==> config.mk <==
export PLATFORM = sky130hd
export DESIGN_NAME = i2c_target
export DESIGN_NICKNAME = d
export VERILOG_FILES = /design/src/rtl/i2c_pkg.sv /design/src/rtl/i2c_sync_edge.sv /design/src/rtl/i2c_target.sv
export SDC_FILE = /design/constraint.sdc
export NUM_CORES = 1
export LEC_CHECK = 0
export CORE_MARGIN = 2
export CORE_UTILIZATION = 50
export DETAILED_ROUTE_END_ITERATION = 12
export GPL_ROUTABILITY_DRIVEN = 0
export HOLD_SLACK_MARGIN = 0.06
export MAX_ROUTING_LAYER = met4
export PLACE_DENSITY = 0.73
export SYNTH_ARGS = -nofsm -noshare
export SYNTH_HDL_FRONTEND = slang
export SYNTH_SLANG_ARGS = --single-unit
==> constraint.sdc <==
create_clock -name clk -period 1.5 [get_ports clk]
set_clock_uncertainty 0.05 [all_clocks]
set_input_delay 0.225 -clock clk [delete_from_list [all_inputs] [get_ports clk]]
set_output_delay 0.225 -clock clk [all_outputs]
set_load 0.02 [all_outputs]
==> src/rtl/i2c_pkg.sv <==
// Shared types and constants for the I2C target block.
// Latency: n/a (definitions only).
// Backpressure: n/a (definitions only).
package i2c_pkg;

  typedef enum logic [2:0] {
    IDLE,
    ADDR,
    ADDR_ACK,
    WR_DATA,
    WR_ACK,
    RD_DATA,
    RD_ACK,
    WAIT_STOP
  } i2c_tgt_state_t;

  // Level of SDA during the 9th clock: low acknowledges, high refuses.
  localparam logic I2C_ACK  = 1'b0;
  localparam logic I2C_NACK = 1'b1;

  // Bit counter start value; bytes go MSB first, so the count runs 7..0.
  localparam logic [2:0] I2C_BIT_FIRST = 3'd7;

endpackage

==> src/rtl/i2c_sync_edge.sv <==
// Synchronizes one asynchronous bus pin and flags its rising/falling edges.
// Latency: level and edge pulses appear 3 clk after the pin changes.
// Backpressure: none; free-running, one pulse per observed edge.
module i2c_sync_edge
  import i2c_pkg::*;
(
  input  logic clk,
  input  logic reset,
  input  logic pin_i,
  output logic lvl_o,
  output logic rise_o,
  output logic fall_o
);

  logic meta_q;
  logic sync_q;
  logic lvl_q;
  logic rise_q;
  logic fall_q;

  // Two-flop synchronizer, then a delayed copy to compare against for edges.
  // Everything idles high so releasing reset on an idle bus yields no edges.
  always_ff @(posedge clk) begin
    if (reset) begin
      meta_q <= 1'b1;
      sync_q <= 1'b1;
      lvl_q  <= 1'b1;
      rise_q <= 1'b0;
      fall_q <= 1'b0;
    end else begin
      meta_q <= pin_i;
      sync_q <= meta_q;
      lvl_q  <= sync_q;
      rise_q <= sync_q & ~lvl_q;
      fall_q <= ~sync_q & lvl_q;
    end
  end

  assign lvl_o  = lvl_q;
  assign rise_o = rise_q;
  assign fall_o = fall_q;

endmodule

==> src/rtl/i2c_target.sv <==
// I2C target: address decode, ACK generation, write delivery and read serving.
// Latency: bus events act 4 clk after the pin edge; rx_valid on the 8th SCL rise.
// Backpressure: none; tx_data must be valid on the tx_req pulse, SCL is never stretched.
module i2c_target #(
  parameter logic [6:0] ADDR = 7'h50
) (
  input  logic       clk,
  input  logic       reset,
  input  logic       scl_i,
  input  logic       sda_i,
  output logic       sda_oe,
  output logic [7:0] rx_data,
  output logic       rx_valid,
  input  logic [7:0] tx_data,
  output logic       tx_req,
  output logic       busy
);

  import i2c_pkg::*;

  logic scl_lvl, scl_rise, scl_fall;
  logic sda_lvl, sda_rise, sda_fall;

  i2c_sync_edge u_scl_sync (
    .clk    (clk),
    .reset  (reset),
    .pin_i  (scl_i),
    .lvl_o  (scl_lvl),
    .rise_o (scl_rise),
    .fall_o (scl_fall)
  );

  i2c_sync_edge u_sda_sync (
    .clk    (clk),
    .reset  (reset),
    .pin_i  (sda_i),
    .lvl_o  (sda_lvl),
    .rise_o (sda_rise),
    .fall_o (sda_fall)
  );

  // Both pins share the same pipeline depth, so SCL level and SDA edges line up.
  logic start_det;
  logic stop_det;
  assign start_det = scl_lvl & sda_fall;
  assign stop_det  = scl_lvl & sda_rise;

  i2c_tgt_state_t state_q;
  logic [2:0]     cnt_q;
  logic [7:0]     shift_q;
  logic           rw_q;
  logic           last_q;
  logic           sda_oe_q;
  logic [7:0]     rx_data_q;
  logic           rx_valid_q;
  logic           tx_req_q;
  logic           busy_q;

  // Shift register contents after taking the bit sampled on this SCL rise.
  logic [7:0] shift_in;
  assign shift_in = {shift_q[6:0], sda_lvl};

  // Protocol FSM with bit counter, shift register and registered outputs.
  // STOP outranks START, which outranks any SCL edge in the same clk.
  always_ff @(posedge clk) begin
    if (reset) begin
      state_q    <= IDLE;
      cnt_q      <= I2C_BIT_FIRST;
      shift_q    <= 8'h00;
      rw_q       <= 1'b0;
      last_q     <= 1'b0;
      sda_oe_q   <= 1'b0;
      rx_data_q  <= 8'h00;
      rx_valid_q <= 1'b0;
      tx_req_q   <= 1'b0;
      busy_q     <= 1'b0;
    end else begin
      rx_valid_q <= 1'b0;
      tx_req_q   <= 1'b0;
      if (stop_det) begin
        state_q  <= IDLE;
        sda_oe_q <= 1'b0;
        busy_q   <= 1'b0;
      end else if (start_det) begin
        state_q  <= i2c_pkg::ADDR;
        cnt_q    <= I2C_BIT_FIRST;
        shift_q  <= 8'h00;
        sda_oe_q <= 1'b0;
      end else begin
        case (state_q)
          i2c_pkg::ADDR: begin
            if (scl_rise) begin
              shift_q <= shift_in;
              cnt_q   <= cnt_q - 3'd1;
              if (cnt_q == 3'd0) begin
                if (shift_in[7:1] == ADDR) begin
                  rw_q    <= shift_in[0];
                  busy_q  <= 1'b1;
                  state_q <= ADDR_ACK;
                end else begin
                  busy_q  <= 1'b0;
                  state_q <= WAIT_STOP;
                end
              end
            end
          end
          ADDR_ACK: begin
            // First fall starts the ACK; a read leaves on the 9th rise so the
            // next fall can hand SDA straight over to data bit 7.
            if (scl_fall) begin
              if (!sda_oe_q) begin
                sda_oe_q <= 1'b1;
              end else begin
                sda_oe_q <= 1'b0;
                cnt_q    <= I2C_BIT_FIRST;
                state_q  <= WR_DATA;
              end
            end else if (scl_rise && sda_oe_q && rw_q) begin
              tx_req_q <= 1'b1;
              cnt_q    <= I2C_BIT_FIRST;
              last_q   <= 1'b0;
              state_q  <= RD_DATA;
            end
          end
          WR_DATA: begin
            if (scl_rise) begin
              shift_q <= shift_in;
              cnt_q   <= cnt_q - 3'd1;
              if (cnt_q == 3'd0) begin
                rx_data_q  <= shift_in;
                rx_valid_q <= 1'b1;
                state_q    <= WR_ACK;
              end
            end
          end
          WR_ACK: begin
            if (scl_fall) begin
              if (!sda_oe_q) begin
                sda_oe_q <= 1'b1;
              end else begin
                sda_oe_q <= 1'b0;
                cnt_q    <= I2C_BIT_FIRST;
                state_q  <= WR_DATA;
              end
            end
          end
          RD_DATA: begin
            // last_q marks that bit 0 has been clocked; the following fall
            // releases SDA so the master can answer.
            if (tx_req_q) begin
              shift_q <= tx_data;
            end else if (scl_fall) begin
              if (last_q) begin
                sda_oe_q <= 1'b0;
                state_q  <= RD_ACK;
              end else begin
                sda_oe_q <= ~shift_q[7];
                shift_q  <= {shift_q[6:0], 1'b0};
              end
            end else if (scl_rise) begin
              cnt_q <= cnt_q - 3'd1;
              if (cnt_q == 3'd0) begin
                last_q <= 1'b1;
              end
            end
          end
          RD_ACK: begin
            if (scl_rise) begin
              if (sda_lvl == I2C_ACK) begin
                tx_req_q <= 1'b1;
                cnt_q    <= I2C_BIT_FIRST;
                last_q   <= 1'b0;
                state_q  <= RD_DATA;
              end else begin
                busy_q  <= 1'b0;
                state_q <= WAIT_STOP;
              end
            end
          end
          default: begin
            // IDLE and WAIT_STOP only react to START/STOP.
          end
        endcase
      end
    end
  end

  assign sda_oe   = sda_oe_q;
  assign rx_data  = rx_data_q;
  assign rx_valid = rx_valid_q;
  assign tx_req   = tx_req_q;
  assign busy     = busy_q;

endmodule

==> flow_summary.yaml <==
global_route:
  first_global_vias: 2033
  grt_pass1_wl_um: 9930
  grt_max_degree: 30
  grt_use_total_pct: 26.7
  grt_antenna_before_repair: 0
  gr-total-overflow: 0
layout:
  drive_above_1_share_pct: 41.8
  stdcell_count: 375
  nNetsFinal: 338
  final_util_pct: 78.4
  area_delta_synth_final_pct: 48.4
  final_cell_mix: "49 x buf_4, 31 x nor2_1, 28 x dfxtp_1, 21 x mux2i_1, 14 x buf_6"
  final_common_cell: "buf_4"
  area.sequential_um2: 783
  filler_cell_count: 257
  diodes: 0
  final_area_um2: 3180
  multi_input_area_um2: 1410
floorplan:
  die_w_um: 69.5
  start_util_pct: 52.8
  ios: 24
  die-height_um: 69.5
  die_area_um2: 4820
  placementRows: 23
  fp.coreArea_um2: 4060
timing:
  setup_viol: 26
  rsz0062_at_grt: "yes"
  fin_crit_sh_pct: 117
  worstMarginPinSlew_ns: 0.352
  maxSlewHeadroom_pct: 76.3
  fmax_mhz: 572
  setup_slack_ns: -0.250
  drv_slew: 0
  period_minus_slack_ns: 1.75
  finalHoldViolCount: 0
routing:
  drtIter0Drc: 166
  met3_length_um: 340
  wirelength_um: 6120
  routedWlPerCell_um: 16.3
  viasPerCell: 5.69
  highest_layer: "met4"
  drc: 0
  dr_wl_met2_um: 3020
  vias: 2132
  wl_met1_um: 2560
  dr.pass1.iters: 4
  antenna_left: 0
synth:
  syn_area_um2: 2140
  yosysUniqueCellTypes: 57
  ys_async_sr_fraction_pct: 0
  seq_area_frac_synth_pct: 35.5
  syn-instance-count: 244
  yosysWarnings: 0
  ys_seq_elements: 38
  synth_edf_count: 0
  syn-mean-instance-area_um2: 8.78
  synthesis.nets: 258
  ys.flop_type: "dfxtp_1"
clock_tree:
  clkLatencyLatePin_ns: 0.29
  clock_sinks: 38
  h-tree-depth: 2
  clock_path_buffers: 2
  cts_made_buffers: 5
  cts_root_buf: "clkbuf_8"
  cts.clk_slew.worst_paths_ns: 0.08
  cts_tree: "built"
worst_setup_path:
  arrival_ns: 1.92
  worstPathMaxFanout: 6
  critPathKind: "reg -> reg"
  end_kind: "register"
  start_kind: "register"
  required_ns: 1.67
power_and_ir_drop:
  p_seq_share_pct: 35.1
  swShare_pct: 31.7
  p_switching_mw: 1.03
  clkPwrFrac_pct: 26.6
  p_int_mw: 2.21
  vdd_drop_max_mv: 0.756
  power_density_nw_per_um2: 1020
  leakagePower_nw: 1.45
  combPwrFrac_pct: 38.3
hold_path:
  hold_class: "reg -> reg"
placement:
  postPlaceCellArea_um2: 2750
  dp.cells: 351
  io_buffers: 23
  dpl.hpwl_um: 3970
job:
  maxCapViolCount: 0
outcome:
  failed_checks: "setup timing"
  status: "complete, but fails checks"
-- layer usage --
layer	vias up	track usage [%]
met3	19	5.67
met2	80	41.7
met4	0	12.2
met5	-	-
met1	1009	33.2
li1	1024	-
-- worst paths after layout --
check        slack [ns]               from  depth (start not counted)                 to
max reg2reg       -0.25         state_q[1]                          6         state_q[1]
max               -0.25         state_q[1]                          6         state_q[1]
min                0.36  u_scl_sync.meta_q                          1  u_scl_sync.sync_q
min reg2reg        0.36  u_scl_sync.meta_q                          1  u_scl_sync.sync_q
-- layout make-up --
class | instances | area share (%)
Clock inverter | 3 | 1.26
Inverter | 8 | 0.945
Tap cell | 50 | 1.97
Timing Repair Buffer | 88 | 24.7
Sequential cell | 38 | 24.6
Clock buffer | 5 | 2.16
Multi-Input combinational cell | 183 | 44.4
-- cells by family after synthesis --
family / count (synthesis) / share of synthesized area [%]
and+or+nand+nor: 108 / 27.2
AOI/OAI and AO/OA: 44 / 15.8
buffers and inverters: 23 / 6.31
muxes: 29 / 14.0
adders and majority gates: 2 / 1.17
DFF: 38 / 35.5
-- state kept, by name, summed over array words and instances (netlist names), 3 cells and up --
signal,cells
rx_data,8
shift_q,8
cnt_q,3
state_q,3
-- power groups by stage --
| stage | logic [mW] | registers, mW | clock network [mW] |
|---|---|---|---|
| finish | 1.24 | 1.14 | 0.861 |
| global route | 1.31 | 1.14 | 0.923 |
| CTS | 1.03 | 1.13 | 0.880 |
| detailed placement | 0.856 | 1.17 | 0 |
| global placement | 0.848 | 1.16 | 0 |
| floorplan | 0.617 | 1.10 | 0 |
-- through the flow --
stage,hold slack (ns),setup TNS [ns],setup WS [ns],power (mW)
floorplan,0.279,-0.502,-0.0672,1.71
global placement,0.343,-7.04,-0.351,2.01
detailed placement,0.350,-8.39,-0.370,2.02
CTS,0.368,-3.37,-0.241,3.04
global route,0.379,-5.21,-0.300,3.37
finish,0.364,-3.40,-0.250,3.24
-- cells in the mapped netlist, types with 2 or more instances --
cell type	instances	area [µm²]
nor2_1	36	135
and2_1	2	12.5
dfxtp_1	38	761
nor2b_1	12	75.1
o21ai_0	9	45.0
buf_6	2	22.5
a211oi_1	2	15.0
ha_1	2	25.0
nand2_1	14	52.6
o31ai_1	3	22.5
inv_1	7	26.3
or2_2	6	37.5
buf_2	4	20.0
nand3b_1	2	15.0
buf_4	5	37.5
nor3_1	4	20.0
and2b_1	3	22.5
nor3b_1	4	30.0
nand2_2	2	12.5
mux2_1	6	67.6
nand3_1	4	20.0
mux2i_1	21	210
a2111oi_2	3	45.0
clkbuf_1	3	11.3
nand2b_1	6	37.5
or3_1	2	12.5
mux2_2	2	22.5
a21oi_1	11	55.1
-- critical path, stage by stage (launching register included) --
cell and delay [ns]:
dfxtp_4 0.37, or3b_4 0.41, a221oi_2 0.26, o211ai_2 0.17
buf_6 0.17, nand3b_1 0.14, a21oi_1 0.12
-- what timing repair did --
item	4_1_cts	5_1_grt
hold buffers	0	0
gates cloned	1	1
buffers inserted	10	4
endpoints found under the setup margin	38	29
resized for setup	51	19
pin swaps	11	12
Note: power is estimated with default switching activity, not from simulation.
